--- src/rtl/ds18b20_driver.sv ---
// rtl/ds18b20_driver.sv - 1-Wire master polling one DS18B20 and reporting |T| x 10000 with a sign bit.
module ds18b20_driver #(
    parameter int CLK_PER_US = 50,
    parameter int TIME_RST   = 500,
    parameter int TIME_PRE   = 70,
    parameter int TIME_WAIT  = 750000
) (
    input  logic        clk,
    input  logic        rst_n,
    input  logic        dq_in,
    output logic        dq_out,
    output logic        dq_out_en,
    output logic        temp_sign,
    output logic [23:0] temp_out,
    output logic        temp_out_vld
);
    localparam int PRE_W  = (CLK_PER_US > 1) ? $clog2(CLK_PER_US) : 1;
    localparam int US_MAX = (TIME_WAIT > 2 * TIME_RST) ? TIME_WAIT : 2 * TIME_RST;
    localparam int US_W   = $clog2(((US_MAX > 62) ? US_MAX : 62) + 1);

    localparam logic [PRE_W-1:0] PRE_END     = PRE_W'(CLK_PER_US - 1);
    localparam logic [US_W-1:0]  US_RST      = US_W'(TIME_RST);
    localparam logic [US_W-1:0]  US_RST_END  = US_W'(2 * TIME_RST - 1);
    localparam logic [US_W-1:0]  US_PRE      = US_W'(TIME_RST + TIME_PRE - 1);
    localparam logic [US_W-1:0]  US_WAIT_END = US_W'(TIME_WAIT - 1);
    localparam logic [US_W-1:0]  US_SLOT_END = US_W'(61);
    localparam logic [US_W-1:0]  US_LOW_0    = US_W'(60);
    localparam logic [US_W-1:0]  US_LOW_1    = US_W'(2);
    localparam logic [US_W-1:0]  US_RD_SMP   = US_W'(13);

    typedef enum logic [2:0] {
        S_INIT,
        S_WR_BYTE,
        S_WAIT_CONV,
        S_RD_BITS,
        S_CALC
    } state_t;

    state_t            state_q, state_d;
    logic [PRE_W-1:0]  pre_q, pre_d;
    logic [US_W-1:0]   us_q, us_d;
    logic [3:0]        bit_q, bit_d;
    logic              byte_q, byte_d;
    logic              phase_q, phase_d;
    logic              pres_q, pres_d;
    logic [15:0]       raw_q, raw_d;
    logic              temp_sign_q, temp_sign_d;
    logic [23:0]       temp_out_q, temp_out_d;
    logic              temp_out_vld_q, temp_out_vld_d;

    logic              tick;
    logic              drive;
    logic [7:0]        tx_byte;
    logic              tx_bit;
    logic [10:0]       mag;

    always_comb begin
        tick           = (pre_q == PRE_END);
        pre_d          = tick ? '0 : pre_q + PRE_W'(1);
        us_d           = tick ? us_q + US_W'(1) : us_q;
        state_d        = state_q;
        bit_d          = bit_q;
        byte_d         = byte_q;
        phase_d        = phase_q;
        pres_d         = pres_q;
        raw_d          = raw_q;
        temp_sign_d    = temp_sign_q;
        temp_out_d     = temp_out_q;
        temp_out_vld_d = 1'b0;
        drive          = 1'b0;
        // byte_q=0 selects Skip ROM, byte_q=1 the function command of the current pass
        tx_byte        = byte_q ? (phase_q ? 8'hBE : 8'h44) : 8'hCC;
        tx_bit         = tx_byte[bit_q[2:0]];
        mag            = raw_q[15] ? (~raw_q[10:0] + 11'd1) : raw_q[10:0];

        case (state_q)
            S_INIT: begin
                drive = (us_q < US_RST);
                if (tick && us_q == US_PRE) begin
                    pres_d = ~dq_in;
                end
                if (tick && us_q == US_RST_END) begin
                    us_d  = '0;
                    pre_d = '0;
                    if (pres_q) begin
                        state_d = S_WR_BYTE;
                        bit_d   = 4'd0;
                        byte_d  = 1'b0;
                    end
                end
            end
            S_WR_BYTE: begin
                drive = tx_bit ? (us_q < US_LOW_1) : (us_q < US_LOW_0);
                if (tick && us_q == US_SLOT_END) begin
                    us_d  = '0;
                    pre_d = '0;
                    bit_d = bit_q + 4'd1;
                    if (bit_q == 4'd7) begin
                        bit_d = 4'd0;
                        if (!byte_q) begin
                            byte_d = 1'b1;
                        end else begin
                            byte_d  = 1'b0;
                            state_d = phase_q ? S_RD_BITS : S_WAIT_CONV;
                        end
                    end
                end
            end
            S_WAIT_CONV: begin
                if (tick && us_q == US_WAIT_END) begin
                    us_d    = '0;
                    pre_d   = '0;
                    phase_d = 1'b1;
                    state_d = S_INIT;
                end
            end
            S_RD_BITS: begin
                drive = (us_q < US_LOW_1);
                if (tick && us_q == US_RD_SMP) begin
                    raw_d = {dq_in, raw_q[15:1]};
                end
                if (tick && us_q == US_SLOT_END) begin
                    us_d  = '0;
                    pre_d = '0;
                    bit_d = bit_q + 4'd1;
                    if (bit_q == 4'd15) begin
                        bit_d   = 4'd0;
                        state_d = S_CALC;
                    end
                end
            end
            S_CALC: begin
                temp_sign_d    = raw_q[15];
                temp_out_d     = {13'd0, mag} * 24'd625;
                temp_out_vld_d = 1'b1;
                phase_d        = 1'b0;
                us_d           = '0;
                pre_d          = '0;
                state_d        = S_INIT;
            end
            default: begin
                us_d    = '0;
                pre_d   = '0;
                state_d = S_INIT;
            end
        endcase
    end

    always_ff @(posedge clk) begin
        if (rst_n) begin
            state_q        <= S_INIT;
            pre_q          <= '0;
            us_q           <= '0;
            bit_q          <= 4'd0;
            byte_q         <= 1'b0;
            phase_q        <= 1'b0;
            pres_q         <= 1'b0;
            raw_q          <= 16'd0;
            temp_sign_q    <= 1'b0;
            temp_out_q     <= 24'd0;
            temp_out_vld_q <= 1'b0;
        end else begin
            state_q        <= state_d;
            pre_q          <= pre_d;
            us_q           <= us_d;
            bit_q          <= bit_d;
            byte_q         <= byte_d;
            phase_q        <= phase_d;
            pres_q         <= pres_d;
            raw_q          <= raw_d;
            temp_sign_q    <= temp_sign_d;
            temp_out_q     <= temp_out_d;
            temp_out_vld_q <= temp_out_vld_d;
        end
    end

    // Reset releases the bus in the same cycle it is raised, not one edge later.
    assign dq_out       = 1'b0;
    assign dq_out_en    = drive & ~rst_n;
    assign temp_sign    = temp_sign_q;
    assign temp_out     = temp_out_q;
    assign temp_out_vld = temp_out_vld_q;
endmodule

--- config.mk ---
export PLATFORM = sky130hd
export DESIGN_NAME = ds18b20_driver
export DESIGN_NICKNAME = d
export VERILOG_FILES = /design/src/rtl/ds18b20_driver.sv
export SDC_FILE = /design/constraint.sdc
export NUM_CORES = 1
export LEC_CHECK = 0
export CAP_MARGIN = 30
export CORE_ASPECT_RATIO = 1.1
export CORE_UTILIZATION = 50
export CTS_BUF_LIST = sky130_fd_sc_hd__clkbuf_4 sky130_fd_sc_hd__clkbuf_8 sky130_fd_sc_hd__clkbuf_16
export CTS_CLUSTER_SIZE = 40
export DETAILED_ROUTE_END_ITERATION = 8
export PLACE_DENSITY = 0.75
export SYNTH_ARGS = -nofsm -noshare
export SYNTH_HDL_FRONTEND = slang
export SYNTH_SLANG_ARGS = --single-unit
--- constraint.sdc ---
create_clock -name clk -period 5.6 [get_ports clk]
set_input_delay 1.12 -clock clk [delete_from_list [all_inputs] [get_ports clk]]
set_output_delay 1.12 -clock clk [all_outputs]
set_load 0.02 [all_outputs]
==> impl_metrics.py <==
metrics = {
    "outcome": {
        "status": "completed",
    },
    "placed_design": {
        "gp_congestion": 0.8786,
        "portBuffers": 26,
        "hpwlAfterDp_mm": 8.908,
        "placed_cell_area_sq_um": 5772,
        "placedCellCount": 802,
    },
    "logic_synthesis": {
        "syn_area_sq_um": 5326,
        "async_reset_ff_frac": 0,
        "synthTopCellsByArea": "dfxtp_1 28%, ha_1 14%, fa_1 7.5%",
        "ys_seq_area_frac": 0.2819,
        "synth.distinct_cells": 59,
        "syn_inst": 643,
        "synthFlopType": "dfxtp_1",
        "ys_warn_count": 0,
        "syn_area_per_cell_sq_um": 8.284,
        "synth_top_cell_by_area": "dfxtp_1",
        "synth_edf_count": 0,
        "synth_top_area_frac": 0.2819,
        "ys_ff_latch": 75,
    },
    "layout": {
        "fin_util": 0.5909,
        "area_delta_synth_final_pct": 15.32,
        "fin_nets": 754,
        "layout-drive-gt1-share": 0.08876,
        "stdcell_count": 819,
        "num_antenna_cells": 0,
        "fin_area_sq_um": 6142,
    },
    "routing": {
        "avgViaCountPerCell": 5.702,
        "drt-initial-drc-count": 191,
        "remaining_drc_errors": 0,
        "routedWlPerCell_um": 14.93,
        "wl_mm": 12.23,
        "via_count": 4670,
        "ant_nets": 0,
        "drt-pass1-iter-count": 4,
    },
    "timing": {
        "max_freq_mhz": 181.3,
        "period_needed_ns": 5.516,
        "worstMarginPinSlew_ns": 0.6904,
        "fin_crit_sh": 0.9850,
        "finalHoldViolCount": 0,
        "slew_headroom": 0.5278,
        "fin_skew_ns": 0.008110,
        "slew_violations": 0,
        "setup-violations-final": 0,
    },
    "power": {
        "vdd_drop_max_mv": 0.1845,
        "p_sw_uw": 259.3,
        "fin_total_pwr_uw": 1115,
        "p_per_area_nw_per_um2": 181.6,
        "internal_power_uw": 856.0,
        "switching_share": 0.2325,
        "clockPowerShare": 0.501,
        "p_seq_frac": 0.481,
        "leakage_uw": 0.002743,
        "comb_power_share": 0.018,
    },
    "setup_path": {
        "crit_arrival_ns": 5.74,
        "crit_fanout": 5,
        "start_kind": "flip-flop",
        "end_kind": "flip-flop",
        "worstSetupPathType": "flip-flop to flip-flop",
        "cp.required_ns": 5.82,
    },
    "grt": {
        "grt_pass1_wl_mm": 20.45,
        "grt_max_degree": 50,
        "grt_overflow": 0,
        "grt_pass1_vias": 4536,
        "grt_use_total": 0.2324,
        "antenna_found_initial": 0,
    },
    "floorplanning": {
        "dieArea_sq_um": 11070,
        "initial_utilization": 0.5125,
        "die_x_um": 100.4,
        "ios": 31,
        "rows": 39,
        "fp.dieH_um": 110.3,
        "core_sq_um": 10390,
    },
    "clock_network": {
        "clockBufferDepth": 2,
        "htreeDepth": 3,
        "postCtsHoldBufs": 0,
        "cts_tree": "done",
        "clkLatencyLatePin_ns": 0.34,
        "cts_buffers": 9,
        "root_buffer": "clkbuf_16",
        "cts.sinks": 75,
        "clkTransAtPathRegs_ns": 0.07,
    },
    "run": {
        "drv_cap": 0,
    },
    "min_path": {
        "hp-class": "flip-flop to flip-flop",
    },
}
==> final cells by class <==
cell class              count  area (sq um)
fillers                   882          4252
inverters                  60         225.2
clock inverters             6         47.55
clock buffers              10         239.0
flip-flops and latches     75          1501
multi-input cells         481          3560
repair buffers             44         390.4
well taps                 143         178.9
==> path summary, 6_finish.rpt <==
path / start / to / slack, ns / depth (start not counted)
hold reg to reg: temp_out[11]$_SDFFE_PP0P_ / temp_out[11]$_SDFFE_PP0P_ / 0.45 / 2
setup reg to reg: raw_q[3]$_SDFFE_PP0P_ / temp_out[16]$_SDFFE_PP0P_ / 0.08 / 19
hold / removal: temp_out[11]$_SDFFE_PP0P_ / temp_out[11]$_SDFFE_PP0P_ / 0.45 / 2
setup / recovery: raw_q[3]$_SDFFE_PP0P_ / temp_out[16]$_SDFFE_PP0P_ / 0.08 / 19
==> routing by layer <==
layer | up-vias | wire (um) | global-route usage
met5 | - | 0 | 0
met4 | 0 | 275 | 0.1077
met3 | 30 | 455 | 0.04666
met2 | 110 | 6290 | 0.4114
met1 | 2254 | 5204 | 0.2709
li1 | 2276 | - | -
==> registers in the layout (all words and copies together) (netlist names), 3 cells and up <==
register / count
bit_q: 4
pre_q: 6
raw_q: 16
state_q: 3
temp_out: 21
us_q: 20
==> cells by family (layout without fill, tap and decap cells) <==
family | Yosys count | after routing | synth area share
AND/OR/NAND/NOR | 233 | 233 | 0.2180
adder cells (fa/ha/maj) | 80 | 80 | 0.2161
multiplexers | 4 | 4 | 0.008456
buffers and inverters | 90 | 120 | 0.06624
flip-flops | 75 | 75 | 0.2819
other | 1 | 4 | 0.0007040
XOR/XNOR | 41 | 41 | 0.06742
AO/OA/AOI/OAI | 119 | 119 | 0.1412
==> power by group through the flow <==
stage / Clock, uW / Combinational [uW] / Sequential [uW]
after detailed placement: 0 / 20.3 / 549
after global routing: 593 / 22.8 / 537
final: 558 / 20.2 / 537
after CTS: 568 / 20.4 / 537
after global placement: 0 / 19.8 / 549
after floorplan: 0 / 16.3 / 548
==> through the flow <==
stage / setup WS (ns) / TNS (ns) / hold slack (ns)
2_1_floorplan: 0.1939 / 0 / 0.4295
3_3_place_gp: 0.1265 / 0 / 0.4396
3_5_place_dp: -0.02484 / -0.02484 / 0.4437
4_1_cts: 0.01420 / 0 / 0.4533
5_1_grt: -0.05173 / -0.05316 / 0.4660
6_report: 0.08377 / 0 / 0.4505
==> critical path, cell delays in order, from the launching register on <==
cell      delay [ns]
dfxtp_1         0.36
or3_1           0.39
or2_4           0.28
o41ai_2         0.28
xor2_1          0.27
inv_2           0.12
fa_1            0.49
ha_1            0.30
inv_1           0.06
fa_1            0.53
inv_1           0.04
ha_1            0.28
ha_1            0.30
ha_1            0.35
o21a_1          0.18
a21o_1          0.20
and2_1          0.19
a311oi_2        0.32
nor4_1          0.10
a311o_1         0.34
==> synth_stat cells, drive strengths merged (6+ instances only) <==
| cell type | number |
|---|---|
| dfxtp | 75 |
| nand2 | 70 |
| nor2 | 65 |
| ha | 60 |
| inv | 60 |
| a21oi | 44 |
| clkbuf | 26 |
| xor2 | 21 |
| fa | 20 |
| xnor2 | 20 |
| o21ai | 19 |
| nand3 | 18 |
| nor4 | 15 |
| a211oi | 10 |
| a21o | 10 |
| nor3 | 10 |
| nand4 | 9 |
| a31oi | 6 |
| and3 | 6 |
| or2 | 6 |
| or3 | 6 |
==> layout by cell type (no fill, tap or decap), types with 18 or more instances in the layout <==
master	count
buf_4	18
ha_1	59
clkdlybuf4s50_1	25
dfxtp_1	75
inv_1	59
a21oi_1	44
fa_1	20
xor2_1	21
nor2_1	65
xnor2_1	18
nand2_1	70
nand3_1	18
==> repair_timing <==
item | in CTS | in global routing
gates resized for setup | 2 | 16
pin swaps | 0 | 4
endpoints found under the setup margin | 2 | 6
setup buffers | 0 | 1
(Power assumes the default switching activity.)
